<file path="src/rtl/aq_pkg.sv">
// Shared types and sizes for the Aquarius single-port RAM scheduler.
package aq_pkg;

  localparam int AQ_RAM_AW = 16;
  localparam int AQ_RAM_DW = 8;

  // Which requester owns the read data returning from the RAM this cycle.
  typedef enum logic [1:0] {
    RD_NONE = 2'd0,
    RD_CPU  = 2'd1,
    RD_TAPE = 2'd2
  } rd_owner_t;

  // Per-cycle owner of the RAM port.
  typedef enum logic [1:0] {
    GNT_IDLE = 2'd0,
    GNT_CPU  = 2'd1,
    GNT_LD   = 2'd2,
    GNT_TAPE = 2'd3
  } gnt_t;

endpackage

</file>
<file path="src/rtl/aq_wbuf1.sv">
// One-entry write buffer: holds a single addr/data pair until popped.
// A push while full is dropped and latches a sticky overflow flag, unless
// the entry is leaving in the same cycle, in which case the push refills it.
module aq_wbuf1 #(
  parameter int AW = 16,
  parameter int DW = 8
) (
  input  logic          clk_sys,
  input  logic          reset,
  input  logic          push,
  input  logic [AW-1:0] push_addr,
  input  logic [DW-1:0] push_data,
  input  logic          pop,
  output logic          valid,
  output logic [AW-1:0] addr,
  output logic [DW-1:0] data,
  output logic          ovf
);

  logic accept;

  assign accept = push && (!valid || pop);

  // Entry register and sticky overflow flag.
  always_ff @(posedge clk_sys) begin
    if (reset) begin
      valid <= 1'b0;
      addr  <= '0;
      data  <= '0;
      ovf   <= 1'b0;
    end else begin
      if (accept) begin
        valid <= 1'b1;
        addr  <= push_addr;
        data  <= push_data;
      end else if (pop) begin
        valid <= 1'b0;
      end
      if (push && !accept) begin
        ovf <= 1'b1;
      end
    end
  end

endmodule

</file>
<file path="src/rtl/aq_mem_arbiter.sv">
// Shares one synchronous RAM port between the Z80 (slot-locked to cpu_ce),
// the ioctl loader (one-entry write buffer) and the tape reader (req/ack).
// Read data comes back one cycle after the grant; rd_owner records who it
// belongs to. In that return cycle cpu_q/tp_q show mem_q directly (the RAM
// output register) and afterwards hold the captured copy.
import aq_pkg::*;

module aq_mem_arbiter #(
  parameter int AW = AQ_RAM_AW,
  parameter int DW = AQ_RAM_DW
) (
  input  logic          clk_sys,
  input  logic          reset,
  input  logic          cpu_ce,
  input  logic [AW-1:0] cpu_addr,
  input  logic          cpu_we,
  input  logic [DW-1:0] cpu_din,
  output logic [DW-1:0] cpu_q,
  input  logic          ld_wr,
  input  logic [AW-1:0] ld_addr,
  input  logic [DW-1:0] ld_data,
  output logic          ld_busy,
  output logic          ld_ovf,
  input  logic          tp_req,
  input  logic [AW-1:0] tp_addr,
  output logic          tp_ack,
  output logic [DW-1:0] tp_q,
  output logic [AW-1:0] mem_addr,
  output logic          mem_we,
  output logic [DW-1:0] mem_din,
  input  logic [DW-1:0] mem_q
);

  gnt_t          gnt;
  rd_owner_t     rd_owner;
  logic          rr_last;      // 0: loader served last, 1: tape served last
  logic          ld_valid;
  logic [AW-1:0] ld_buf_addr;
  logic [DW-1:0] ld_buf_data;
  logic          tp_pend;
  logic [AW-1:0] tp_addr_r;
  logic          tp_accept;
  logic [AW-1:0] addr_hold;
  logic [DW-1:0] din_hold;
  logic [DW-1:0] cpu_q_r;
  logic [DW-1:0] tp_q_r;
  logic          cpu_rd_done;

  aq_wbuf1 #(.AW(AW), .DW(DW)) u_ld_buf (
    .clk_sys   (clk_sys),
    .reset     (reset),
    .push      (ld_wr),
    .push_addr (ld_addr),
    .push_data (ld_data),
    .pop       (gnt == GNT_LD),
    .valid     (ld_valid),
    .addr      (ld_buf_addr),
    .data      (ld_buf_data),
    .ovf       (ld_ovf)
  );

  assign ld_busy = ld_valid;

  // A tape request is taken only when no read is pending or returning.
  assign tp_accept = tp_req && !tp_pend && (rd_owner != RD_TAPE);

  // Reset suppresses the return-cycle view so an in-flight read never acks.
  assign tp_ack      = (rd_owner == RD_TAPE) && !reset;
  assign cpu_rd_done = (rd_owner == RD_CPU) && !reset;
  assign tp_q        = tp_ack ? mem_q : tp_q_r;
  assign cpu_q       = cpu_rd_done ? mem_q : cpu_q_r;

  // Grant: CPU slot first, then round-robin between loader and tape.
  always_comb begin
    gnt = GNT_IDLE;
    if (!reset) begin
      if (cpu_ce) begin
        gnt = GNT_CPU;
      end else if (ld_valid && tp_pend) begin
        gnt = rr_last ? GNT_LD : GNT_TAPE;
      end else if (ld_valid) begin
        gnt = GNT_LD;
      end else if (tp_pend) begin
        gnt = GNT_TAPE;
      end
    end
  end

  // Port mux; an idle port keeps presenting the last address and data.
  always_comb begin
    mem_addr = addr_hold;
    mem_din  = din_hold;
    mem_we   = 1'b0;
    case (gnt)
      GNT_CPU: begin
        mem_addr = cpu_addr;
        mem_din  = cpu_din;
        mem_we   = cpu_we;
      end
      GNT_LD: begin
        mem_addr = ld_buf_addr;
        mem_din  = ld_buf_data;
        mem_we   = 1'b1;
      end
      GNT_TAPE: begin
        mem_addr = tp_addr_r;
      end
      default: ;
    endcase
  end

  // Scheduler state: port hold, fairness pointer, tape request, read owner.
  always_ff @(posedge clk_sys) begin
    if (reset) begin
      addr_hold <= '0;
      din_hold  <= '0;
      rr_last   <= 1'b0;
      tp_pend   <= 1'b0;
      tp_addr_r <= '0;
      rd_owner  <= RD_NONE;
    end else begin
      if (gnt != GNT_IDLE) begin
        addr_hold <= mem_addr;
        din_hold  <= mem_din;
      end
      if (gnt == GNT_LD) begin
        rr_last <= 1'b0;
      end else if (gnt == GNT_TAPE) begin
        rr_last <= 1'b1;
      end
      if (gnt == GNT_TAPE) begin
        tp_pend <= 1'b0;
      end else if (tp_accept) begin
        tp_pend   <= 1'b1;
        tp_addr_r <= tp_addr;
      end
      if (gnt == GNT_CPU && !cpu_we) begin
        rd_owner <= RD_CPU;
      end else if (gnt == GNT_TAPE) begin
        rd_owner <= RD_TAPE;
      end else begin
        rd_owner <= RD_NONE;
      end
    end
  end

  // Capture returning read data so it holds until that owner's next read.
  always_ff @(posedge clk_sys) begin
    if (reset) begin
      cpu_q_r <= '0;
      tp_q_r  <= '0;
    end else begin
      if (rd_owner == RD_CPU) begin
        cpu_q_r <= mem_q;
      end
      if (rd_owner == RD_TAPE) begin
        tp_q_r <= mem_q;
      end
    end
  end

endmodule

</file>
<file path="config.mk">
export PLATFORM = sky130hd
export DESIGN_NAME = aq_mem_arbiter
export DESIGN_NICKNAME = d
export VERILOG_FILES = /design/src/rtl/aq_pkg.sv /design/src/rtl/aq_wbuf1.sv /design/src/rtl/aq_mem_arbiter.sv
export SDC_FILE = /design/constraint.sdc
export NUM_CORES = 1
export LEC_CHECK = 0
export BUFFER_PORTS_ARGS = -buffer_cell sky130_fd_sc_hd__buf_2
export CORE_UTILIZATION = 55
export DETAILED_ROUTE_END_ITERATION = 8
export GPL_ROUTABILITY_DRIVEN = 0
export GPL_TIMING_DRIVEN = 0
export PLACE_DENSITY_LB_ADDON = 0.3
export RECOVER_POWER = 100
export SETUP_SLACK_MARGIN = 0.4
export SLEW_MARGIN = 20
export SYNTH_ARGS = -nofsm -noshare
export SYNTH_HDL_FRONTEND = slang
export SYNTH_SLANG_ARGS = --single-unit
export TNS_END_PERCENT = 10
</file>
<file path="constraint.sdc">
create_clock -name clk_sys -period 7.03 [get_ports clk_sys]
set_input_delay 0.703 -clock clk_sys [delete_from_list [all_inputs] [get_ports clk_sys]]
set_output_delay 0.703 -clock clk_sys [all_outputs]
set_load 0.005 [all_outputs]
</file>
* Yosys cells after proc, flatten, opt, wreduce, memory -nomap -nowiden
Index checks and enable logic that the tools add are counted.
** Word-level totals
- ROM bits :: 0
- Memories kept :: 0
- RAM bits :: 0
- Bits of input ports :: 78
- Register bits :: 86
- Bits in latches :: 0
** Cells by class
- Shift operators :: 0
- Bitwise gates (word level) :: 1
- Order comparisons :: 0
- Reduce and logical (&&, ||, !) cells :: 20
- Divide/modulo/power cells :: 0
- Equality and inequality tests :: 6
- Mux-type cells :: 15
- $add $sub $neg :: 0
- Multiply operators :: 0
** Operators by type and width (number)
- one-hot mux 16 bit (3 select lines) :: 1
- 2-to-1 mux 8 bit :: 2
- one-hot mux 8 bit (2 select lines) :: 1
- 2-to-1 mux 2 bit :: 6
- logical AND 1 bit :: 8
- equality test 2 bit, second input constant :: 3
- OR reduction 2 bit :: 3
- logical NOT 1 bit :: 5
- equality test 2 x 1 -> 1 bit, second input constant :: 2
- 2-to-1 mux 1 bit :: 4
- nonzero test 2 bit :: 2
- inequality test 2 bit, second input constant :: 1
- one-hot mux 1 bit (2 select lines) :: 1
- AND reduction 2 bit :: 1
- logical OR 1 bit :: 1
- inverter 1 bit :: 1

* Depth between registers and ports, before layout
Gate-level depths: netlist of the first run.
- Depth after elaboration :: 10
- Mapped depth :: 12
- Mapped depth without buffers :: 7

* Hierarchy
A second synthesis of the first run with hierarchy kept.
** Unflattened totals
- Cells, all modules :: 464
- Area total of the unflattened synthesis :: 4324.1 um^2
** By module, submodules not included
- aq_mem_arbiter :: sequential area each 1201.2 um^2, area each 3154.3 um^2, instances 1, cells an instance 352
- aq_wbuf1 :: sequential area each 520.5 um^2, area each 1169.9 um^2, instances 1, cells an instance 112

* Worst setup path before layout of the first run
Ideal clock, no wire load.
- Path type :: input to output
- Start point :: input reset
- End point :: output mem_addr[0]
- Stages on the path :: 9
- Path slack :: 3.794 ns
- Required time :: 6.327 ns
- Arrival :: 2.533 ns
- Cell sequence :: buf_2 > buf_2 > buf_1 > nor2_1 > ha_1 > buf_2 > buf_2 > a222oi_1 > mux2i_1
** On the way
- Longest elaborated chain between the ends :: 3
** RTL lines
- from (decl) :: RTL line aq_mem_arbiter.sv:13 : input logic reset,
- 2-to-1 mux 2 bit * :: RTL line aq_mem_arbiter.sv:76 : if (!reset) begin
- equality test 2 bit or equality test 2 x 1 -> 1 bit (tied branches) :: RTL line aq_mem_arbiter.sv:94 : case (gnt)
- one-hot mux 16 bit (3 select lines) * :: RTL line aq_mem_arbiter.sv:94
- to (decl) :: RTL line aq_mem_arbiter.sv:28 : output logic [AW-1:0] mem_addr,
Mark *: on every way between the ends. The rest lies on a longest branch, timed or not.

* Worst setup path in the final report of the first run
- Start point :: input reset
- End point :: output mem_addr[15]
The elaborated chain is that of the path after synthesis.

==> impl_results.html, run 1 <==
<table>
<tr><th>Metric</th><th>Value</th></tr>
<tr><th colspan="2">Clock tree</th></tr>
<tr><td>Inserted Clock Buffers</td><td>9</td></tr>
<tr><td>Maximum buffer depth of the clock tree</td><td>2</td></tr>
<tr><td>Number of H-tree levels</td><td>3</td></tr>
<tr><td>Post-CTS Setup Repair Bufs</td><td>0</td></tr>
<tr><td>Clock tree from TritonCTS</td><td>built</td></tr>
<tr><td>Clock Sinks</td><td>86</td></tr>
<tr><td>Clock transition at the registers of the reported paths</td><td>0.09 ns</td></tr>
<tr><td>Number of gates resized after CTS</td><td>0</td></tr>
<tr><td>Clock insertion delay at the later pin of the skew report</td><td>0.36 ns</td></tr>
<tr><td>Clk root buf</td><td>sky130_fd_sc_hd__clkbuf_8</td></tr>
<tr><td>CTS Hold Bufs</td><td>0</td></tr>
<tr><th colspan="2">Synth</th></tr>
<tr><td>Mean cell area of the mapped netlist</td><td>8.79 um2</td></tr>
<tr><td>Primary FF master, synth</td><td>sky130_fd_sc_hd__dfxtp_1</td></tr>
<tr><td>Number of enable flip-flop cells after synthesis</td><td>0</td></tr>
<tr><td>Biggest area contributors in the synthesized netlist</td><td>sky130_fd_sc_hd__dfxtp_1 (42%), sky130_fd_sc_hd__mux2i_1 (9.7%), sky130_fd_sc_hd__a21oi_1 (5.5%), sky130_fd_sc_hd__nand2b_1 (5.3%), sky130_fd_sc_hd__a211oi_1 (4.4%)</td></tr>
<tr><td>Total of warnings raised by yosys</td><td>0</td></tr>
<tr><td>Sequential fraction of the synthesis area</td><td>0.418</td></tr>
<tr><td>Synth area leader</td><td>sky130_fd_sc_hd__dfxtp_1</td></tr>
<tr><td>Ys async rst share</td><td>0</td></tr>
<tr><td>Yosys reg bits</td><td>86</td></tr>
<tr><td>Area of the mapped netlist</td><td>0.00412 mm2</td></tr>
<tr><td>Count of distinct cell types in the synthesized netlist</td><td>31</td></tr>
<tr><td>Synth Net Count</td><td>552</td></tr>
<tr><td>Post-synthesis instance total</td><td>469</td></tr>
<tr><td>Yosys top cell area share</td><td>0.418</td></tr>
<tr><th colspan="2">Floorplanning</th></tr>
<tr><td>Die Footprint</td><td>0.00784 mm2</td></tr>
<tr><td>Die boundary width</td><td>88.6 um</td></tr>
<tr><td>Standard cell core area</td><td>0.00725 mm2</td></tr>
<tr><td>Starting density of the core</td><td>0.568</td></tr>
<tr><td>Top Ports</td><td>122</td></tr>
<tr><td>Row count</td><td>31</td></tr>
<tr><td>Vert. Die Dim</td><td>88.6 um</td></tr>
<tr><th colspan="2">Setup path</th></tr>
<tr><td>Worst Setup Path Type</td><td>input port to output pin</td></tr>
<tr><td>Maximum fanout along the worst path</td><td>10</td></tr>
<tr><td>Critical path data arrival time</td><td>3.66 ns</td></tr>
<tr><td>Capture instance of the worst register-to-register path</td><td>tp_addr_r[8]</td></tr>
<tr><td>R2R depth</td><td>7</td></tr>
<tr><td>Worst r2r src</td><td>tp_pend</td></tr>
<tr><td>Slack of the worst reg-to-reg path</td><td>4.15 ns</td></tr>
<tr><td>Critical Path Sink Type</td><td>output pin</td></tr>
<tr><td>Startpoint Class</td><td>input port</td></tr>
<tr><td>Req. time, crit path</td><td>6.33 ns</td></tr>
<tr><th colspan="2">Finish</th></tr>
<tr><td>Post-layout net count</td><td>682</td></tr>
<tr><td>Final core utilization</td><td>0.681</td></tr>
<tr><td>Fillers</td><td>647</td></tr>
<tr><td>Area added between synthesis and finish</td><td>19.8%</td></tr>
<tr><td>Most frequent standard cell in the layout excluding fill and tap cells</td><td>sky130_fd_sc_hd__buf_2</td></tr>
<tr><td>Multi-input gate area in the final layout</td><td>0.00205 mm2</td></tr>
<tr><td>Layout cells sized above 1</td><td>0.192</td></tr>
<tr><td>FF/Latch Area</td><td>0.00172 mm2</td></tr>
<tr><td>Final antenna diode count</td><td>0</td></tr>
<tr><td>Leading cell types in the layout, fill and taps excluded</td><td>sky130_fd_sc_hd__buf_2 (89), sky130_fd_sc_hd__dfxtp_1 (86), sky130_fd_sc_hd__clkbuf_1 (62)</td></tr>
<tr><th colspan="2">GRT</th></tr>
<tr><td>Pin count of the biggest net entering global routing</td><td>15</td></tr>
<tr><td>Met1 routing resource usage after global routing</td><td>0.383</td></tr>
<tr><td>GRT Residual Overflow</td><td>0</td></tr>
<tr><td>GR met2 Demand/Resource</td><td>0.464</td></tr>
<tr><td>Antenna violations before repair</td><td>0</td></tr>
<tr><td>Layer with the highest usage</td><td>met2</td></tr>
<tr><td>Global-route wire length before repair</td><td>16900 um</td></tr>
<tr><td>Routing usage on met3</td><td>0.0345</td></tr>
<tr><td>Global-route usage over all layers</td><td>0.287</td></tr>
<tr><td>Number of global-route vias before repair</td><td>3600</td></tr>
<tr><th colspan="2">Job</th></tr>
<tr><td>Max-cap violation count</td><td>0</td></tr>
<tr><th colspan="2">Run status</th></tr>
<tr><td>Result of the run</td><td>completed</td></tr>
<tr><th colspan="2">Placement</th></tr>
<tr><td>HPWL after detailed placement</td><td>7870 um</td></tr>
<tr><td>Post-Place Setup Slack</td><td>3.09 ns</td></tr>
<tr><td>Count of input and output buffers</td><td>119</td></tr>
<tr><th colspan="2">Pwr</th></tr>
<tr><td>Power per unit of standard cell area</td><td>218 mW/mm2</td></tr>
<tr><td>Worst ir drop on vdd</td><td>0.0987 mV</td></tr>
<tr><td>Leak</td><td>2.03 nW</td></tr>
<tr><th colspan="2">Timing</th></tr>
<tr><td>Final Critical Period</td><td>4.37 ns</td></tr>
<tr><td>Max Clock Freq</td><td>229 MHz</td></tr>
<tr><td>Final number of hold-violating endpoints</td><td>0</td></tr>
<tr><td>Number of setup violations in the final report</td><td>0</td></tr>
<tr><td>RSZ-0062 raised after global routing</td><td>false</td></tr>
<tr><td>Setup slack after layout</td><td>2.66 ns</td></tr>
<tr><td>Final clock skew</td><td>0.0114 ns</td></tr>
<tr><td>Worst slew pin tran</td><td>0.821 ns</td></tr>
<tr><td>Number of max-slew violations in the final report</td><td>0</td></tr>
<tr><td>Worst relative slew slack</td><td>0.451</td></tr>
<tr><td>Post-route clock period utilization</td><td>0.621</td></tr>
<tr><td>Aggregate negative setup slack</td><td>0 ns</td></tr>
<tr><th colspan="2">Routing</th></tr>
<tr><td>Antenna viol nets, final</td><td>0</td></tr>
<tr><td>Vias after detailed routing</td><td>3948</td></tr>
<tr><td>Per-cell routed wire length</td><td>15.5 um</td></tr>
<tr><td>Detailed-route DRC error count</td><td>0</td></tr>
<tr><td>Total iterations of the first detailed-routing run</td><td>5</td></tr>
<tr><td>Total routed wirelength</td><td>10900 um</td></tr>
<tr><td>DRC marker count from the first detailed-route iteration</td><td>294</td></tr>
<tr><td>Number of vias per cell</td><td>5.62</td></tr>
<tr><th colspan="2">Worst hold path</th></tr>
<tr><td>Min-Delay Endpoint</td><td>cpu_q_r[3]</td></tr>
<tr><td>Type of the most critical hold path</td><td>flip-flop to flip-flop</td></tr>
<tr><td>WHS Path Cells</td><td>2</td></tr>
<tr><td>Min-Delay Startpoint</td><td>cpu_q_r[3]</td></tr>
</table>
cell usage after synthesis, drive strengths merged, types with 5 or more instances:
cell and count:
a211oi 24, a21oi 45, a222oi 16, a22oi 8
buf 27, clkbuf 16, dfxtp 86, ha 5
inv 26, mux2 16, mux2i 40, nand2 33
nand2b 35, nand3 24, nor2 33, o21ai 25
kinds of logic after synthesis:
| group | Yosys count | share of synthesized area |
|---|---|---|
| compound gates | 118 | 0.182 |
| fa+ha+maj | 5 | 0.0152 |
| buf+inv | 69 | 0.0765 |
| flops | 86 | 0.418 |
| mux | 56 | 0.141 |
| simple gates | 135 | 0.168 |
routing by layer:
layer / share of wire / vias to the layer above
met4: 0.025 / 0
met2: 0.48 / 171
met5: 0 / -
li1: - / 1907
met3: 0.061 / 22
met1: 0.44 / 1848
worst max-delay path: stages:
cell and delay, ns:
sky130_fd_sc_hd__clkbuf_1 0.31, sky130_fd_sc_hd__clkbuf_1 0.35, sky130_fd_sc_hd__clkbuf_1 0.46, sky130_fd_sc_hd__nor2_1 0.14
sky130_fd_sc_hd__ha_1 0.24, sky130_fd_sc_hd__clkbuf_1 0.24, sky130_fd_sc_hd__clkbuf_1 0.33, sky130_fd_sc_hd__a222oi_1 0.54
sky130_fd_sc_hd__mux2i_1 0.19, sky130_fd_sc_hd__clkbuf_1 0.15
area by class of cell:
cell class,instances,area share
multi-input combinational,314,0.415
clock inverter,5,0.0117
inverter,26,0.0198
tap,99,0.0251
buffer,43,0.0360
clock buffer,11,0.0307
sequential,86,0.349
timing repair buffer,119,0.113
per-stage QoR:
step,instance area [um2],cells,hold slack [ns],power (mW)
after global routing,4940,703,0.472,1.12
after CTS,5050,703,0.458,1.08
after detailed placement,4840,687,0.446,0.731
after floorplan,4120,469,0.432,0.659
final,4940,703,0.457,1.07
after global placement,4840,687,0.438,0.725
power breakdown:
part	switching, mW	internal (mW)
clock network	0.175	0.184
registers	0.0175	0.517
logic	0.104	0.0768
worst max-delay path by stage:
stage | end | startpoint | slack [ns] | depth (start not counted)
after floorplan | mem_addr[0] | reset | 3.79 | 9
after global placement | mem_addr[15] | reset | 3.14 | 10
after detailed placement | mem_addr[4] | reset | 3.09 | 10
after CTS | mem_addr[4] | reset | 3.07 | 10
after global routing | mem_addr[15] | reset | 2.39 | 10
final | mem_addr[15] | reset | 2.66 | 10
flip-flops by register name, summed over array words and instances (netlist names):
register	cells
u_ld_buf.addr	16
addr_hold	16
tp_q_r	8
rr_last	1
u_ld_buf.valid	1
din_hold	8
tp_pend	1
rd_owner	2
cpu_q_r	8
u_ld_buf.ovf	1
u_ld_buf.data	8
tp_addr_r	16
(Power assumes the default switching activity.)
==> run 2: changes to the inputs <==
--- a/config.mk
+++ b/config.mk
@@ -6,7 +6,7 @@
 export NUM_CORES = 1
 export LEC_CHECK = 0
 export BUFFER_PORTS_ARGS = -buffer_cell sky130_fd_sc_hd__buf_2
-export CORE_UTILIZATION = 55
+export CORE_UTILIZATION = 52
 export DETAILED_ROUTE_END_ITERATION = 8
 export GPL_ROUTABILITY_DRIVEN = 0
 export GPL_TIMING_DRIVEN = 0
==> constraint.sdc (replaced) <==
create_clock -name clk_sys -period 4.4 [get_ports clk_sys]
set_input_delay 0.44 -clock clk_sys [delete_from_list [all_inputs] [get_ports clk_sys]]
set_output_delay 0.44 -clock clk_sys [all_outputs]
set_load 0.005 [all_outputs]
==> run 2 against run 1 <==
  * First-iteration DRC count down 1.7%
  * Non-clock buffer count unchanged
  * Total power up 53%
  * Worst hold slack worse by 0.14 ns
  * Register-to-register slack worse by 2.6 ns
  * Die area up 5.6%
  * Critical endpoint is now mem_addr[0]
  * Routed wire length down 1.2%
  * Via count down 0.79%
==> impl_results.html, run 2 (synthesis gave the netlist of run 1 again) <==
<table>
<tr><th>Metric</th><th>Value</th></tr>
<tr><th colspan="2">Run status</th></tr>
<tr><td>Result of the run</td><td>completed</td></tr>
<tr><th colspan="2">Routing</th></tr>
<tr><td>Met2 Wirelength</td><td>5220 um (+0.48%)</td></tr>
<tr><td>Total routed wire length on the met1 layer</td><td>4570 um (-4.7%)</td></tr>
<tr><td>Antenna viol nets, final</td><td>0 (unchanged)</td></tr>
<tr><td>Detailed-route DRC error count</td><td>0 (unchanged)</td></tr>
<tr><td>DRC marker count from the first detailed-route iteration</td><td>289 (-1.7%)</td></tr>
<tr><td>Total iterations of the first detailed-routing run</td><td>7 (+2)</td></tr>
<tr><td>Per-cell routed wire length</td><td>15.3 um (-1.5%)</td></tr>
<tr><td>Routed met3 length</td><td>730 um (+10%)</td></tr>
<tr><td>Number of vias per cell</td><td>5.56 (-1.1%)</td></tr>
<tr><td>Uppermost signal routing layer after detailed routing</td><td>met4</td></tr>
<tr><td>Total routed wirelength</td><td>10800 um (-1.2%)</td></tr>
<tr><td>Vias after detailed routing</td><td>3917 (-0.79%)</td></tr>
<tr><th colspan="2">Timing</th></tr>
<tr><td>Worst relative slew slack</td><td>0.492 (+0.0414)</td></tr>
<tr><td>Worst slew pin tran</td><td>0.759 ns (-0.0619 ns)</td></tr>
<tr><td>Final clock skew</td><td>0.00970 ns (-0.00165 ns)</td></tr>
<tr><td>Max Clock Freq</td><td>279 MHz</td></tr>
<tr><td>Final Critical Period</td><td>3.58 ns</td></tr>
<tr><td>Setup slack after layout</td><td>0.822 ns (-1.84 ns)</td></tr>
<tr><td>Post-route clock period utilization</td><td>0.813</td></tr>
<tr><td>Aggregate negative setup slack</td><td>0 ns (unchanged)</td></tr>
<tr><td>Final number of hold-violating endpoints</td><td>0 (unchanged)</td></tr>
<tr><td>Number of max-slew violations in the final report</td><td>0 (unchanged)</td></tr>
<tr><td>RSZ-0062 raised after global routing</td><td>false</td></tr>
<tr><td>Number of setup violations in the final report</td><td>0 (unchanged)</td></tr>
<tr><th colspan="2">Finish</th></tr>
<tr><td>Area added between synthesis and finish</td><td>19.3%</td></tr>
<tr><td>Most frequent standard cell in the layout excluding fill and tap cells</td><td>sky130_fd_sc_hd__buf_2</td></tr>
<tr><td>Post-layout net count</td><td>682 (unchanged)</td></tr>
<tr><td>Layout cells sized above 1</td><td>0.202 (+0.0103)</td></tr>
<tr><td>Final core utilization</td><td>0.639 (-0.0410)</td></tr>
<tr><td>Multi-input gate area in the final layout</td><td>0.00205 mm2 (unchanged)</td></tr>
<tr><td>Leading cell types in the layout, fill and taps excluded</td><td>sky130_fd_sc_hd__buf_2 (97), sky130_fd_sc_hd__dfxtp_1 (86), sky130_fd_sc_hd__clkbuf_1 (55)</td></tr>
<tr><td>Fillers</td><td>728 (+13%)</td></tr>
<tr><td>FF/Latch Area</td><td>0.00172 mm2 (unchanged)</td></tr>
<tr><td>Biggest registers after layout</td><td>addr_hold x16, tp_addr_r x16, u_ld_buf.addr x16</td></tr>
<tr><td>Area of all placed cells without fillers</td><td>0.00492 mm2 (-0.41%)</td></tr>
<tr><td>Final antenna diode count</td><td>0 (unchanged)</td></tr>
<tr><th colspan="2">GRT</th></tr>
<tr><td>GRT Residual Overflow</td><td>0 (unchanged)</td></tr>
<tr><td>Pin count of the biggest net entering global routing</td><td>14 (-1)</td></tr>
<tr><td>Global-route usage over all layers</td><td>0.264 (-0.0233)</td></tr>
<tr><td>Number of global-route vias before repair</td><td>3805 (+5.7%)</td></tr>
<tr><td>Antenna violations before repair</td><td>0 (unchanged)</td></tr>
<tr><td>Global-route wire length before repair</td><td>17400 um (+2.7%)</td></tr>
<tr><th colspan="2">Setup path</th></tr>
<tr><td>Dominant cell type by count on the critical path</td><td>sky130_fd_sc_hd__clkbuf_1</td></tr>
<tr><td>Library cell contributing the largest single delay on the critical path</td><td>sky130_fd_sc_hd__clkbuf_1</td></tr>
<tr><td>Worst Setup Path Type</td><td>input port to output pin</td></tr>
<tr><td>Critical-path cell list</td><td>clkbuf_1 -&gt; clkbuf_1 -&gt; clkbuf_1 -&gt; nor2_1 -&gt; ha_1 -&gt; clkbuf_1 -&gt; clkbuf_1 -&gt; a222oi_1 -&gt; mux2i_1 -&gt; clkbuf_1</td></tr>
<tr><td>Critical Path Sink Type</td><td>output pin</td></tr>
<tr><td>Startpoint Class</td><td>input port</td></tr>
<tr><td>Req. time, crit path</td><td>3.96 ns (-2.37 ns)</td></tr>
<tr><td>Critical path data arrival time</td><td>3.14 ns (-0.52 ns)</td></tr>
<tr><td>Maximum fanout along the worst path</td><td>10 (unchanged)</td></tr>
<tr><td>Delay of the slowest cell on the worst path</td><td>0.45 ns (-0.09 ns)</td></tr>
<tr><th colspan="2">Clock tree</th></tr>
<tr><td>Number of gates resized after CTS</td><td>0 (unchanged)</td></tr>
<tr><td>CTS Hold Bufs</td><td>0 (unchanged)</td></tr>
<tr><td>Clock insertion delay at the later pin of the skew report</td><td>0.37 ns (about the same)</td></tr>
<tr><td>Number of H-tree levels</td><td>3 (unchanged)</td></tr>
<tr><td>Inserted Clock Buffers</td><td>9 (unchanged)</td></tr>
<tr><td>Post-CTS Setup Repair Bufs</td><td>0 (unchanged)</td></tr>
<tr><td>Clk root buf</td><td>sky130_fd_sc_hd__clkbuf_8</td></tr>
<tr><td>Clock Sinks</td><td>86 (unchanged)</td></tr>
<tr><td>Clock tree from TritonCTS</td><td>built</td></tr>
<tr><td>Maximum buffer depth of the clock tree</td><td>2 (unchanged)</td></tr>
<tr><td>Clock transition at the registers of the reported paths</td><td>0.08 ns (about the same)</td></tr>
<tr><th colspan="2">Placement</th></tr>
<tr><td>Standard cell area after detailed placement</td><td>0.00484 mm2 (about the same)</td></tr>
<tr><td>Count of input and output buffers</td><td>119 (unchanged)</td></tr>
<tr><td>HPWL after detailed placement</td><td>7900 um (+0.40%)</td></tr>
<tr><td>Post-Place Setup Slack</td><td>1.05 ns (-2.04 ns)</td></tr>
<tr><th colspan="2">Floorplanning</th></tr>
<tr><td>Standard cell core area</td><td>0.00769 mm2 (+6.0%)</td></tr>
<tr><td>Vert. Die Dim</td><td>91.0 um (+2.8%)</td></tr>
<tr><td>Top Ports</td><td>122 (unchanged)</td></tr>
<tr><td>Starting density of the core</td><td>0.536 (-0.0321)</td></tr>
<tr><td>Die Footprint</td><td>0.00829 mm2 (+5.6%)</td></tr>
<tr><td>Die boundary width</td><td>91.0 um (+2.8%)</td></tr>
<tr><td>Row count</td><td>32 (+3.2%)</td></tr>
<tr><th colspan="2">Pwr</th></tr>
<tr><td>Switch Pwr</td><td>0.467 mW (+57%)</td></tr>
<tr><td>Sequential share of power</td><td>0.517 (+0.019)</td></tr>
<tr><td>Power per unit of standard cell area</td><td>335 mW/mm2 (+54%)</td></tr>
<tr><td>Worst ir drop on vdd</td><td>0.194 mV (+96%)</td></tr>
<tr><td>Total power</td><td>1.65 mW (+53%)</td></tr>
<tr><td>Internal power</td><td>1.18 mW (+52%)</td></tr>
<tr><td>Comb power frac</td><td>0.175 (+0.007)</td></tr>
<tr><td>Leak</td><td>2.04 nW (+0.45%)</td></tr>
<tr><td>Clock network fraction of design power</td><td>0.307 (-0.027)</td></tr>
<tr><td>Sw frac</td><td>0.283 (+0.00692)</td></tr>
<tr><th colspan="2">Job</th></tr>
<tr><td>Max-cap violation count</td><td>0 (unchanged)</td></tr>
<tr><th colspan="2">Worst hold path</th></tr>
<tr><td>Type of the most critical hold path</td><td>input port to flip-flop</td></tr>
</table>
==> run 2: changes by cell type in the layout (fill, tap and decap cells not counted) <==
cell and delta:
sky130_fd_sc_hd__buf_2 +8, sky130_fd_sc_hd__clkinv_4 -2, sky130_fd_sc_hd__clkinv_2 -1, sky130_fd_sc_hd__bufinv_16 -1
sky130_fd_sc_hd__clkinvlp_4 +2, sky130_fd_sc_hd__clkbuf_1 -7
==> run 2: power by group through the flow <==
stage | logic (mW) | registers [mW] | clock network (mW)
2_1_floorplan | 0.190 | 0.862 | 0
3_3_place_gp | 0.291 | 0.868 | 0
3_5_place_dp | 0.298 | 0.871 | 0
4_1_cts | 0.300 | 0.853 | 0.515
5_1_grt | 0.320 | 0.858 | 0.544
6_report | 0.289 | 0.853 | 0.507
==> run 2: final timing paths <==
kind	start	endpoint	slack, ns	cells past startpoint
setup / recovery	reset	mem_addr[0]	0.82	10
hold / removal	ld_addr[12]	u_ld_buf.addr[12]	0.32	3
setup reg to reg	tp_pend	tp_addr_r[15]	1.58	7
hold reg to reg	tp_q_r[6]	tp_q_r[6]	0.46	2
==> run 2: worst max-delay path: cells and delay by family <==
kind	cells	cell delay (ns)
buffers and inverters	6	1.72
and+or+nand+nor	1	0.14
AOI/OAI and AO/OA	1	0.43
adders and majority gates	1	0.22
muxes	1	0.18
==> run 2: layer usage <==
layer,vias to the layer above,track usage
met5,-,0
met4,0,0.138
met3,20,0.0327
met2,152,0.436
met1,1847,0.338
li1,1898,-
==> run 2: layout make-up <==
type	count	share of cell area
Buffer	43	0.0367
Clock buffer	12	0.0316
Clock inverter	3	0.00407
Inverter	26	0.0199
Multi-Input combinational cell	314	0.417
Sequential cell	86	0.350
Tap cell	102	0.0260
Timing Repair Buffer	119	0.115
==> run 2: through the flow <==
stage / hold slack (ns) / instances
2_1_floorplan: 0.432 / 469
3_3_place_gp: 0.438 / 690
3_5_place_dp: 0.447 / 690
4_1_cts: 0.315 / 705
5_1_grt: 0.325 / 705
6_report: 0.320 / 705
==> run 3: changes to the inputs <==
--- a/config.mk
+++ b/config.mk
@@ -6,7 +6,7 @@
 export NUM_CORES = 1
 export LEC_CHECK = 0
 export BUFFER_PORTS_ARGS = -buffer_cell sky130_fd_sc_hd__buf_2
-export CORE_UTILIZATION = 52
+export CORE_UTILIZATION = 47
 export DETAILED_ROUTE_END_ITERATION = 8
 export GPL_ROUTABILITY_DRIVEN = 0
 export GPL_TIMING_DRIVEN = 0
==> constraint.sdc (replaced) <==
create_clock -name clk_sys -period 3.2 [get_ports clk_sys]
set_input_delay 0.32 -clock clk_sys [delete_from_list [all_inputs] [get_ports clk_sys]]
set_output_delay 0.32 -clock clk_sys [all_outputs]
set_load 0.005 [all_outputs]
==> run 3 against run 2 <==
  * Clock skew fell by 0.0025 ns
  * Via count up 0.33%
  * Sequential power rose by 37%
  * Sequential share of layout area decreased by 0.51 points
  * Global-route usage fell by 1.4 points
  * Core utilization decreased by 4.1 points
  * First-iteration DRC count is 14% lower
  * Sequential cell count is the same
  * Clock-buffer cell count is the same
==> impl_results.html, run 3 (synthesis gave the netlist of run 1 again) <==
<table>
<tr><th>Metric</th><th>Value</th></tr>
<tr><th colspan="2">Run status</th></tr>
<tr><td>Result of the run</td><td>completed</td></tr>
<tr><th colspan="2">Pwr</th></tr>
<tr><td>Sw frac</td><td>0.282 (-0.00130)</td></tr>
<tr><td>Clock network fraction of design power</td><td>0.305 (-0.002)</td></tr>
<tr><td>Total power</td><td>2.28 mW (+38%)</td></tr>
<tr><td>Switch Pwr</td><td>0.642 mW (+37%)</td></tr>
<tr><td>Power per unit of standard cell area</td><td>456 mW/mm2 (+36%)</td></tr>
<tr><td>Comb power frac</td><td>0.179 (+0.004)</td></tr>
<tr><td>Worst ir drop on vdd</td><td>0.238 mV (+23%)</td></tr>
<tr><td>Internal power</td><td>1.63 mW (+38%)</td></tr>
<tr><td>Sequential share of power</td><td>0.516 (about the same)</td></tr>
<tr><td>Leak</td><td>2.05 nW (+0.83%)</td></tr>
<tr><th colspan="2">Finish</th></tr>
<tr><td>Area added between synthesis and finish</td><td>21.1%</td></tr>
<tr><td>Most frequent standard cell in the layout excluding fill and tap cells</td><td>sky130_fd_sc_hd__buf_2</td></tr>
<tr><td>Final core utilization</td><td>0.599 (-0.0409)</td></tr>
<tr><td>Post-layout net count</td><td>687 (+0.73%)</td></tr>
<tr><td>Layout cells sized above 1</td><td>0.207 (+0.00492)</td></tr>
<tr><td>Leading cell types in the layout, fill and taps excluded</td><td>sky130_fd_sc_hd__buf_2 (90), sky130_fd_sc_hd__dfxtp_1 (85), sky130_fd_sc_hd__clkbuf_1 (56)</td></tr>
<tr><td>Biggest registers after layout</td><td>addr_hold x16, tp_addr_r x16, u_ld_buf.addr x16</td></tr>
<tr><td>Fillers</td><td>800 (+9.9%)</td></tr>
<tr><td>Final antenna diode count</td><td>0 (unchanged)</td></tr>
<tr><th colspan="2">Setup path</th></tr>
<tr><td>Kind of cell with the highest combined delay on the critical path</td><td>buffers and inverters</td></tr>
<tr><td>Critical-path cell list</td><td>nand2_1 -&gt; a21oi_1 -&gt; or2_2 -&gt; ha_1 -&gt; clkbuf_4 -&gt; clkbuf_2 -&gt; a222oi_1 -&gt; mux2i_1 -&gt; buf_2</td></tr>
<tr><td>Critical Path Sink Type</td><td>output pin</td></tr>
<tr><td>R2R depth</td><td>9 (+2)</td></tr>
<tr><td>Worst r2r src</td><td>u_ld_buf.valid</td></tr>
<tr><td>Count of buffer and inverter cells on the critical path</td><td>3 (-3)</td></tr>
<tr><td>Cell depth of the worst setup path</td><td>9 (-1)</td></tr>
<tr><td>Critical path data arrival time</td><td>2.48 ns (-0.66 ns)</td></tr>
<tr><td>Critical path capture point</td><td>mem_addr[8]</td></tr>
<tr><td>Worst Setup Path Type</td><td>flip-flop to output pin</td></tr>
<tr><td>Delay of the slowest cell on the worst path</td><td>0.36 ns (-0.09 ns)</td></tr>
<tr><td>Slack of the worst reg-to-reg path</td><td>0.50 ns (-1.08 ns)</td></tr>
<tr><td>Capture instance of the worst register-to-register path</td><td>din_hold[6]</td></tr>
<tr><td>Library cell contributing the largest single delay on the critical path</td><td>sky130_fd_sc_hd__dfxtp_1</td></tr>
<tr><td>Req. time, crit path</td><td>2.88 ns (-1.08 ns)</td></tr>
<tr><td>Maximum fanout along the worst path</td><td>10 (unchanged)</td></tr>
<tr><td>Crit path launch</td><td>u_ld_buf.valid</td></tr>
<tr><td>Startpoint Class</td><td>flip-flop</td></tr>
<tr><th colspan="2">Clock tree</th></tr>
<tr><td>Clock insertion delay at the later pin of the skew report</td><td>0.35 ns (-0.02 ns)</td></tr>
<tr><td>Inserted Clock Buffers</td><td>9 (unchanged)</td></tr>
<tr><td>Clock tree from TritonCTS</td><td>built</td></tr>
<tr><td>Clk root buf</td><td>sky130_fd_sc_hd__clkbuf_8</td></tr>
<tr><td>Clock Sinks</td><td>86 (unchanged)</td></tr>
<tr><td>Clock transition at the registers of the reported paths</td><td>0.08 ns (about the same)</td></tr>
<tr><td>Maximum buffer depth of the clock tree</td><td>2 (unchanged)</td></tr>
<tr><td>CTS Hold Bufs</td><td>0 (unchanged)</td></tr>
<tr><td>Number of H-tree levels</td><td>3 (unchanged)</td></tr>
<tr><th colspan="2">Timing</th></tr>
<tr><td>Worst slew pin tran</td><td>0.800 ns (+0.0412 ns)</td></tr>
<tr><td>Post-route clock period utilization</td><td>0.876</td></tr>
<tr><td>Final number of hold-violating endpoints</td><td>0 (unchanged)</td></tr>
<tr><td>Final clock skew</td><td>0.00723 ns (-0.00247 ns)</td></tr>
<tr><td>Number of max-slew violations in the final report</td><td>0 (unchanged)</td></tr>
<tr><td>Aggregate negative setup slack</td><td>0 ns (unchanged)</td></tr>
<tr><td>Worst relative slew slack</td><td>0.465 (-0.0276)</td></tr>
<tr><td>Number of setup violations in the final report</td><td>0 (unchanged)</td></tr>
<tr><td>Final Critical Period</td><td>2.80 ns</td></tr>
<tr><td>Max Clock Freq</td><td>357 MHz</td></tr>
<tr><td>RSZ-0062 raised after global routing</td><td>false</td></tr>
<tr><th colspan="2">Routing</th></tr>
<tr><td>Total routed wirelength</td><td>11100 um (+2.7%)</td></tr>
<tr><td>Per-cell routed wire length</td><td>15.5 um (+1.5%)</td></tr>
<tr><td>Detailed-route DRC error count</td><td>0 (unchanged)</td></tr>
<tr><td>Total iterations of the first detailed-routing run</td><td>9 (+2)</td></tr>
<tr><td>DRC marker count from the first detailed-route iteration</td><td>248 (-14%)</td></tr>
<tr><td>Antenna viol nets, final</td><td>0 (unchanged)</td></tr>
<tr><td>Number of vias per cell</td><td>5.51 (-0.79%)</td></tr>
<tr><td>Vias after detailed routing</td><td>3930 (+0.33%)</td></tr>
<tr><th colspan="2">GRT</th></tr>
<tr><td>Pin count of the biggest net entering global routing</td><td>14 (unchanged)</td></tr>
<tr><td>Global-route wire length before repair</td><td>17300 um (-0.16%)</td></tr>
<tr><td>Number of global-route vias before repair</td><td>3720 (-2.2%)</td></tr>
<tr><td>GRT Residual Overflow</td><td>0 (unchanged)</td></tr>
<tr><td>Global-route usage over all layers</td><td>0.250 (-0.0139)</td></tr>
<tr><td>Antenna violations before repair</td><td>0 (unchanged)</td></tr>
<tr><th colspan="2">Job</th></tr>
<tr><td>Max-cap violation count</td><td>0 (unchanged)</td></tr>
<tr><th colspan="2">Placement</th></tr>
<tr><td>HPWL after detailed placement</td><td>8180 um (+3.6%)</td></tr>
<tr><td>Count of input and output buffers</td><td>119 (unchanged)</td></tr>
<tr><th colspan="2">Floorplanning</th></tr>
<tr><td>Starting density of the core</td><td>0.494 (-0.0420)</td></tr>
<tr><td>Standard cell core area</td><td>0.00834 mm2 (+8.5%)</td></tr>
<tr><td>Row count</td><td>33 (+3.1%)</td></tr>
<tr><td>Die boundary width</td><td>95.6 um (+5.1%)</td></tr>
<tr><td>Vert. Die Dim</td><td>95.6 um (+5.1%)</td></tr>
<tr><td>Top Ports</td><td>122 (unchanged)</td></tr>
<tr><td>Die Footprint</td><td>0.00915 mm2 (+10%)</td></tr>
<tr><th colspan="2">Worst hold path</th></tr>
<tr><td>Type of the most critical hold path</td><td>input port to flip-flop</td></tr>
<tr><td>WHS Path Cells</td><td>3 (unchanged)</td></tr>
</table>
==> run 3: cell types whose count changed in the layout (fill, tap and decap cells not counted), sizes merged <==
cell    before  now
clkbuf      72   73
buf        102  106
==> run 3: worst min path at each step <==
stage               start                to  slack (ns)
4_1_cts        ld_addr[6]  u_ld_buf.addr[6]        0.21
6_report       ld_data[7]  u_ld_buf.data[7]        0.22
2_1_floorplan  cpu_q_r[0]        cpu_q_r[0]        0.43
3_5_place_dp   cpu_q_r[4]        cpu_q_r[4]        0.44
5_1_grt        ld_addr[6]  u_ld_buf.addr[6]        0.20
3_3_place_gp   cpu_q_r[1]        cpu_q_r[1]        0.44
==> run 3: power groups by stage <==
stage	logic (mW)	clock network, mW	registers, mW
6_report	0.408	0.695	1.17
5_1_grt	0.453	0.756	1.18
4_1_cts	0.418	0.706	1.17
3_5_place_dp	0.411	0	1.20
3_3_place_gp	0.401	0	1.19
2_1_floorplan	0.262	0	1.18
==> run 3: timing repair <==
action,in CTS,in global routing
gates resized for setup,6,16
cloned,0,0
setup buffers,3,2
setup endpoints to repair,22,22
pin swaps,4,2
==> run 3: layer usage <==
metal / share of wire / global-route usage / up-vias
met3: 0.070 / 0.0455 / 25
met5: 0 / 0 / -
met4: 0.025 / 0.106 / 0
met1: 0.43 / 0.319 / 1832
met2: 0.47 / 0.413 / 162
li1: - / - / 1911
==> run 3: area by class of cell <==
class	instances	area, um2	area share
plain buffers	43	216	0.0434
clock buffers	12	155	0.0311
clock inverters	3	20.0	0.00401
inverters	26	97.6	0.0195
multi-input cells	314	2060	0.412
flip-flops and latches	86	1720	0.345
well taps	105	131	0.0263
repair buffers	124	591	0.118
==> run 3: metrics by stage <==
| step | hold slack, ns | cells | worst slack [ns] | instance area, um2 |
|---|---|---|---|---|
| after floorplan | 0.432 | 469 | 0.730 | 4120 |
| after global placement | 0.439 | 693 | 0.0780 | 4850 |
| after detailed placement | 0.445 | 693 | 0.0455 | 4850 |
| after CTS | 0.210 | 711 | 0.374 | 5060 |
| after global routing | 0.196 | 713 | 0.214 | 4990 |
| final | 0.216 | 713 | 0.397 | 4990 |
==> run 3: worst reg2reg max path, stage by stage, from the launching register on <==
cell and delay [ns]:
sky130_fd_sc_hd__dfxtp_1 0.43, sky130_fd_sc_hd__nand2_1 0.08, sky130_fd_sc_hd__a21oi_1 0.21, sky130_fd_sc_hd__nor2_1 0.09, sky130_fd_sc_hd__ha_1 0.30, sky130_fd_sc_hd__clkbuf_1 0.30
sky130_fd_sc_hd__nor2_1 0.49, sky130_fd_sc_hd__clkbuf_1 0.43, sky130_fd_sc_hd__nor2_1 0.08, sky130_fd_sc_hd__a211oi_1 0.21
